==> config.mk <==
export PLATFORM = sky130hd
export DESIGN_NAME = pipe_stage_reg_flat
export DESIGN_NICKNAME = d
export VERILOG_FILES = /design/src/rtl/pipe_pkg.sv /design/src/rtl/pipe_stage_reg_if.sv /design/src/rtl/pipe_sat_counter.sv /design/src/rtl/pipe_stage_reg.sv /design/src/flat_wrapper.sv
export SDC_FILE = /design/constraint.sdc
export NUM_CORES = 1
export LEC_CHECK = 0
export ABC_AREA = 1
export ABC_CLOCK_PERIOD_IN_PS = 2080
export CORE_AREA = 3 3 157 144
export CTS_BUF_LIST = sky130_fd_sc_hd__clkbuf_4 sky130_fd_sc_hd__clkbuf_8
export CTS_CLUSTER_SIZE = 28
export DETAILED_ROUTE_END_ITERATION = 6
export DIE_AREA = 0 0 160 147
export MAX_ROUTING_LAYER = met4
export PLACE_DENSITY = 0.81
export SLEW_MARGIN = 0
export SYNTH_ARGS = -nofsm -noshare
export SYNTH_HDL_FRONTEND = slang
export SYNTH_HIERARCHICAL = 1
export SYNTH_SLANG_ARGS = --single-unit
==> constraint.sdc <==
create_clock -name clock -period 2.08 [get_ports clock]
set_input_delay 0.208 -clock clock [delete_from_list [all_inputs] [get_ports clock]]
set_output_delay 0.208 -clock clock [all_outputs]
set_load 0.01 [all_outputs]
==> src/rtl/pipe_pkg.sv <==
// rtl/pipe_pkg.sv - shared types and constants for the inter-stage pipeline register
package pipe_pkg;

    typedef enum logic [1:0] {
        EMPTY = 2'd0,
        ONE   = 2'd1,
        FULL  = 2'd2
    } pipe_state_e;

    localparam int NOP_TYPE = 0;

    localparam int IF_ID_DATA_W  = 96;
    localparam int ID_EX_DATA_W  = 128;
    localparam int EX_MEM_DATA_W = 96;
    localparam int MEM_WB_DATA_W = 64;
    localparam int PIPE_TYPE_W   = 4;
    localparam int PIPE_CNT_W    = 16;

endpackage

==> src/rtl/pipe_stage_reg_if.sv <==
// rtl/pipe_stage_reg_if.sv - valid/ready beat channel carrying payload and instruction type
interface pipe_stage_reg_if #(
    parameter int DATA_W = 96,
    parameter int TYPE_W = 4
);
    logic              valid;
    logic              ready;
    logic [DATA_W-1:0] data;
    logic [TYPE_W-1:0] ntype;

    modport master (output valid, output data, output ntype, input ready);
    modport slave  (input valid, input data, input ntype, output ready);
endinterface

==> src/rtl/pipe_sat_counter.sv <==
// rtl/pipe_sat_counter.sv - saturating event counter, cleared only by reset
module pipe_sat_counter #(
    parameter int CNT_W = 16
) (
    input  logic             clock,
    input  logic             reset,
    input  logic             inc,
    output logic [CNT_W-1:0] count
);
    logic [CNT_W-1:0] count_q;
    logic [CNT_W-1:0] count_d;

    // Increment on event, sticking at all-ones instead of wrapping
    always_comb begin
        count_d = count_q;
        if (inc && (count_q != '1)) begin
            count_d = count_q + 1'b1;
        end
    end

    // Counter register with asynchronous clear
    always_ff @(posedge clock or negedge reset) begin
        if (!reset) begin
            count_q <= '0;
        end else begin
            count_q <= count_d;
        end
    end

    assign count = count_q;
endmodule

==> src/rtl/pipe_stage_reg.sv <==
// rtl/pipe_stage_reg.sv - inter-stage pipeline register with handshake, optional skid, flush and perf counters
module pipe_stage_reg
    import pipe_pkg::*;
#(
    parameter int DATA_W = 96,
    parameter int TYPE_W = 4,
    parameter int SKID   = 1,
    parameter int CNT_W  = 16
) (
    input  logic             clock,
    input  logic             reset,
    input  logic             flush,
    pipe_stage_reg_if.slave  in_if,
    pipe_stage_reg_if.master out_if,
    output logic [CNT_W-1:0] stall_count,
    output logic [CNT_W-1:0] bubble_count
);
    pipe_state_e       state_q, state_d;
    logic [DATA_W-1:0] main_data_q, main_data_d;
    logic [TYPE_W-1:0] main_type_q, main_type_d;
    logic [DATA_W-1:0] skid_data_q, skid_data_d;
    logic [TYPE_W-1:0] skid_type_q, skid_type_d;

    logic in_ready;
    logic out_valid;
    logic accept;
    logic drain;

    // With a skid entry in_ready comes purely from state; without it, a drain frees the slot same-cycle
    assign in_ready  = (SKID != 0) ? (state_q != FULL)
                                   : ((state_q == EMPTY) || out_if.ready);
    assign out_valid = (state_q != EMPTY);
    assign accept    = in_if.valid && in_ready && !flush;
    assign drain     = out_valid && out_if.ready;

    assign in_if.ready  = in_ready;
    assign out_if.valid = out_valid;
    assign out_if.data  = main_data_q;
    assign out_if.ntype = out_valid ? main_type_q : TYPE_W'(NOP_TYPE);

    // Occupancy FSM: main register always feeds the output, skid only refills main
    always_comb begin
        state_d     = state_q;
        main_data_d = main_data_q;
        main_type_d = main_type_q;
        skid_data_d = skid_data_q;
        skid_type_d = skid_type_q;
        if (flush) begin
            state_d = EMPTY;
        end else begin
            case (state_q)
                EMPTY: begin
                    if (accept) begin
                        state_d     = ONE;
                        main_data_d = in_if.data;
                        main_type_d = in_if.ntype;
                    end
                end
                ONE: begin
                    if (accept && drain) begin
                        main_data_d = in_if.data;
                        main_type_d = in_if.ntype;
                    end else if (accept && (SKID != 0)) begin
                        state_d     = FULL;
                        skid_data_d = in_if.data;
                        skid_type_d = in_if.ntype;
                    end else if (drain) begin
                        state_d = EMPTY;
                    end
                end
                FULL: begin
                    if (drain) begin
                        state_d     = ONE;
                        main_data_d = skid_data_q;
                        main_type_d = skid_type_q;
                    end
                end
                default: state_d = EMPTY;
            endcase
        end
    end

    // State and payload registers; reset clears everything so out_data reads 0
    always_ff @(posedge clock or negedge reset) begin
        if (!reset) begin
            state_q     <= EMPTY;
            main_data_q <= '0;
            main_type_q <= '0;
            skid_data_q <= '0;
            skid_type_q <= '0;
        end else begin
            state_q     <= state_d;
            main_data_q <= main_data_d;
            main_type_q <= main_type_d;
            skid_data_q <= skid_data_d;
            skid_type_q <= skid_type_d;
        end
    end

    pipe_sat_counter #(.CNT_W(CNT_W)) u_stall_cnt (
        .clock (clock),
        .reset (reset),
        .inc   (out_valid && !out_if.ready),
        .count (stall_count)
    );

    pipe_sat_counter #(.CNT_W(CNT_W)) u_bubble_cnt (
        .clock (clock),
        .reset (reset),
        .inc   (!out_valid && out_if.ready),
        .count (bubble_count)
    );
endmodule

==> src/flat_wrapper.sv <==
// flat-port wrapper written by rule: the top's interface ports become plain ports
module pipe_stage_reg_flat import pipe_pkg::*;
#(
    parameter int DATA_W = 96,
    parameter int TYPE_W = 4,
    parameter int SKID   = 1,
    parameter int CNT_W  = 16
)
  (clock, reset, flush, stall_count, bubble_count, in_if_valid, in_if_data, in_if_ntype, in_if_ready, out_if_valid, out_if_data, out_if_ntype, out_if_ready);
  pipe_stage_reg_if #(.DATA_W(DATA_W), .TYPE_W(TYPE_W)) in_if_i ();
  pipe_stage_reg_if #(.DATA_W(DATA_W), .TYPE_W(TYPE_W)) out_if_i ();
  input  logic clock;
  input  logic reset;
  input  logic flush;
  output logic [CNT_W-1:0] stall_count;
  output logic [CNT_W-1:0] bubble_count;
  input wire logic [$bits(in_if_i.valid)-1:0] in_if_valid;
  input wire logic [$bits(in_if_i.data)-1:0] in_if_data;
  input wire logic [$bits(in_if_i.ntype)-1:0] in_if_ntype;
  output wire logic [$bits(in_if_i.ready)-1:0] in_if_ready;
  output wire logic [$bits(out_if_i.valid)-1:0] out_if_valid;
  output wire logic [$bits(out_if_i.data)-1:0] out_if_data;
  output wire logic [$bits(out_if_i.ntype)-1:0] out_if_ntype;
  input wire logic [$bits(out_if_i.ready)-1:0] out_if_ready;
  assign in_if_i.valid = in_if_valid;
  assign in_if_i.data = in_if_data;
  assign in_if_i.ntype = in_if_ntype;
  assign in_if_ready = in_if_i.ready;
  assign out_if_valid = out_if_i.valid;
  assign out_if_data = out_if_i.data;
  assign out_if_ntype = out_if_i.ntype;
  assign out_if_i.ready = out_if_ready;
  pipe_stage_reg #(.DATA_W(DATA_W), .TYPE_W(TYPE_W), .SKID(SKID), .CNT_W(CNT_W)) u_core (.clock(clock), .reset(reset), .flush(flush), .in_if(in_if_i), .out_if(out_if_i), .stall_count(stall_count), .bubble_count(bubble_count));
endmodule
==> out/results.txt <==
status - complete, no violations
cell taking the most area after synthesis - dfrtp_1
Overall Global Routing Usage - 0.252
htree depth - 2
top-count cell post-synth - nand2_1
clock share of power - 0.288
fin util - 0.701
Max Slew Vio Count - 0
final WL - 29.0 mm
crit path capture type - primary output
Rel. slew slack - 0.526
worst skew pair latency - 0.52 ns
Leakage Power - 7.11 nW
syn_nets - 1526
Cell Int Power - 0.0108 W
Switching Share - 0.314
Core Box Area - 20900 um^2
Arrival @ worst endpoint - 1.70 ns
Pre-antenna DRT Iters - 7
Fin. Hold Viols - 0
n_diodes - 0
most frequent cells after synthesis - nand2_1, dfrtp_1, o21ai_0, inv_1, nand3_1
Max Buffers Root-to-Sink - 3
DRT antenna net count - 0
sw power - 0.00496 W
multi-input logic area - 4340 um^2
CTS tree - yes
share of the synthesized area in the top cell type - 0.526
grt total ovfl - 0
drt drc - 0
antenna violations before repair - 0
Max VDD drop - 771 uV
sequential area share after synthesis - 0.526
Final TNS setup - 0 ns
die area - 23500 um^2
Die W - 160 um
power per cell area - 1080 nW/um^2
ys async rst share - 1.00
CP Max Fanout - 7
CTS Buf Count - 39
pin count of the biggest net entering global routing - 115
I/O pin cnt - 239
first-pass GRT wire length - 47.9 mm
top post-synthesis cells by area - dfrtp_1, nand2_1, o21ai_0
share of layout cells above drive strength 1 - 0.0801
RSZ-0062 raised after global routing - no
Synth cell types - 21
CP Class - reg2out
Crit path required time - 1.87 ns
clock-pin slew on the worst setup and hold paths - 0.06 ns
input/output buffers - 238
FF+latch area - 5860 um^2
Rows - 50
max-cap check violation count - 0
via count - 10122
HP Class - in2async
cells after synthesis - 1419
1st-iter DRT viols - 1060
Post-synth EDFFs - 0
dpl hpwl - 19.1 mm
Gate power share - 0.272
DR WL/cell - 14.8 um
total of fill cells in the finished design - 1652
Yosys reg bits - 234
CP startpoint kind - register
fin crit share - 0.919
Initial Util - 0.532
Post-Synthesis Cell Area - 11100 um^2
mean post-synth cell area - 7.84 um^2
Die Height - 147 um
sequential fraction of design power - 0.439
Setup violations, final - 0
Clock Sinks - 234
Period minus WS final - 1.91 ns
worst-margin pin slew - 0.711 ns
Clock Tree Root - clkbuf_8
Min Hold Slack - 0.223 ns
synth warn - 6
Fin Clk Skew - 0.0112 ns
fmax - 523 MHz
Synth Flop Type - dfrtp_1
final RePlAce weighted congestion - 0.917
Vias per Instance - 5.17
number of global-route vias before repair - 9866
P&R area growth vs syn - 31.8%
Nets - 1750
[worst paths after layout]
check,startpoint,endpoint,slack (ns),cells after the start
worst min register to register,u_core/out_if.data[63],u_core/out_if.data[63],0.47,2
max in group asynchronous,reset,u_core/out_if.data[30],1.12,3
worst max register to register,u_core/u_bubble_cnt/count[0],u_core/u_bubble_cnt/count[2],0.34,7
worst max-delay path,u_core/state_q[0],out_if_valid,0.17,3
min in group clock,in_if_data[69],u_core/skid_data_q[69],0.26,3
worst min-delay path,reset,u_core/u_bubble_cnt/count[4],0.22,2
[critical path: stages (launching register included)]
cell	delay (ns)
dfrtp_2	0.45
inv_2	0.08
nand2_2	0.11
clkdlybuf4s50_1	0.56
[metal layers]
metal,track usage,share of wire
met3,0.0589,0.081
met5,-,0
met1,0.323,0.42
met2,0.399,0.48
met4,0.0833,0.025
[final cells by class]
type	count	area share
repair buffers	263	0.184
multi-input cells	969	0.296
clock buffers	64	0.0554
clock inverters	6	0.00546
inverters	136	0.0348
flip-flops and latches	234	0.400
well taps	286	0.0244
[stage by stage]
step           power [W]  worst slack [ns]  cell area [um^2]  instances
2_1_floorplan    0.00885             0.557             11100       1419
3_3_place_gp      0.0111             0.155             13800       1887
3_5_place_dp      0.0113            0.0439             13800       1887
4_1_cts           0.0159             0.127             14700       1958
5_1_grt           0.0167            0.0806             14700       1958
6_report          0.0158             0.169             14700       1958
[placed cells by master (no fill, tap or decap), drive strengths merged]
master and instances:
nand2 551, bufinv 2, clkdlybuf4s50 233, dfrtp 234, dlygate4sd3 1, nand4 14, inv 136, clkinv 4
nor2 55, dlygate4sd2 4, nand3 117, xor2 2, xnor2 10, ha 2, buf 25, clkbuf 64
o21ai 218
[repair_timing]
| action | CTS | global route |
|---|---|---|
| hold buffers | 1 | 0 |
| hold endpoints to repair | 56 | 0 |
| setup endpoints to repair | 4 | 0 |
| setup buffers | 0 | 0 |
| resized for setup | 7 | 0 |
[power by group through the flow]
stage | registers, W | logic (W) | clock network (W)
floorplan | 0.00705 | 0.00181 | 0
global placement | 0.00691 | 0.00415 | 0
detailed placement | 0.00695 | 0.00431 | 0
CTS | 0.00691 | 0.00433 | 0.00463
global route | 0.00709 | 0.00476 | 0.00485
finish | 0.00693 | 0.00429 | 0.00454
[registers in the layout, summed over array words and instances (netlist names)]
| signal | cells |
|---|---|
| u_core/state_q | 2 |
| u_core/skid_type_q | 4 |
| u_core/skid_data_q | 96 |
| u_core/out_if.data | 96 |
| u_core/u_stall_cnt/count | 16 |
| u_core/u_bubble_cnt/count | 16 |
| u_core/main_type_q | 4 |
[cells by family (layout without fill, tap and decap cells)]
| logic type | after synthesis | count (layout) | synth area share |
|---|---|---|---|
| flip-flops | 234 | 234 | 0.526 |
| buffers and inverters | 216 | 469 | 0.0856 |
| AO/OA/AOI/OAI | 218 | 218 | 0.0994 |
| XOR/XNOR | 12 | 12 | 0.00945 |
| adder cells (fa/ha/maj) | 2 | 2 | 0.00225 |
| AND/OR/NAND/NOR | 737 | 737 | 0.277 |
Power figures use the tool's default switching activity.
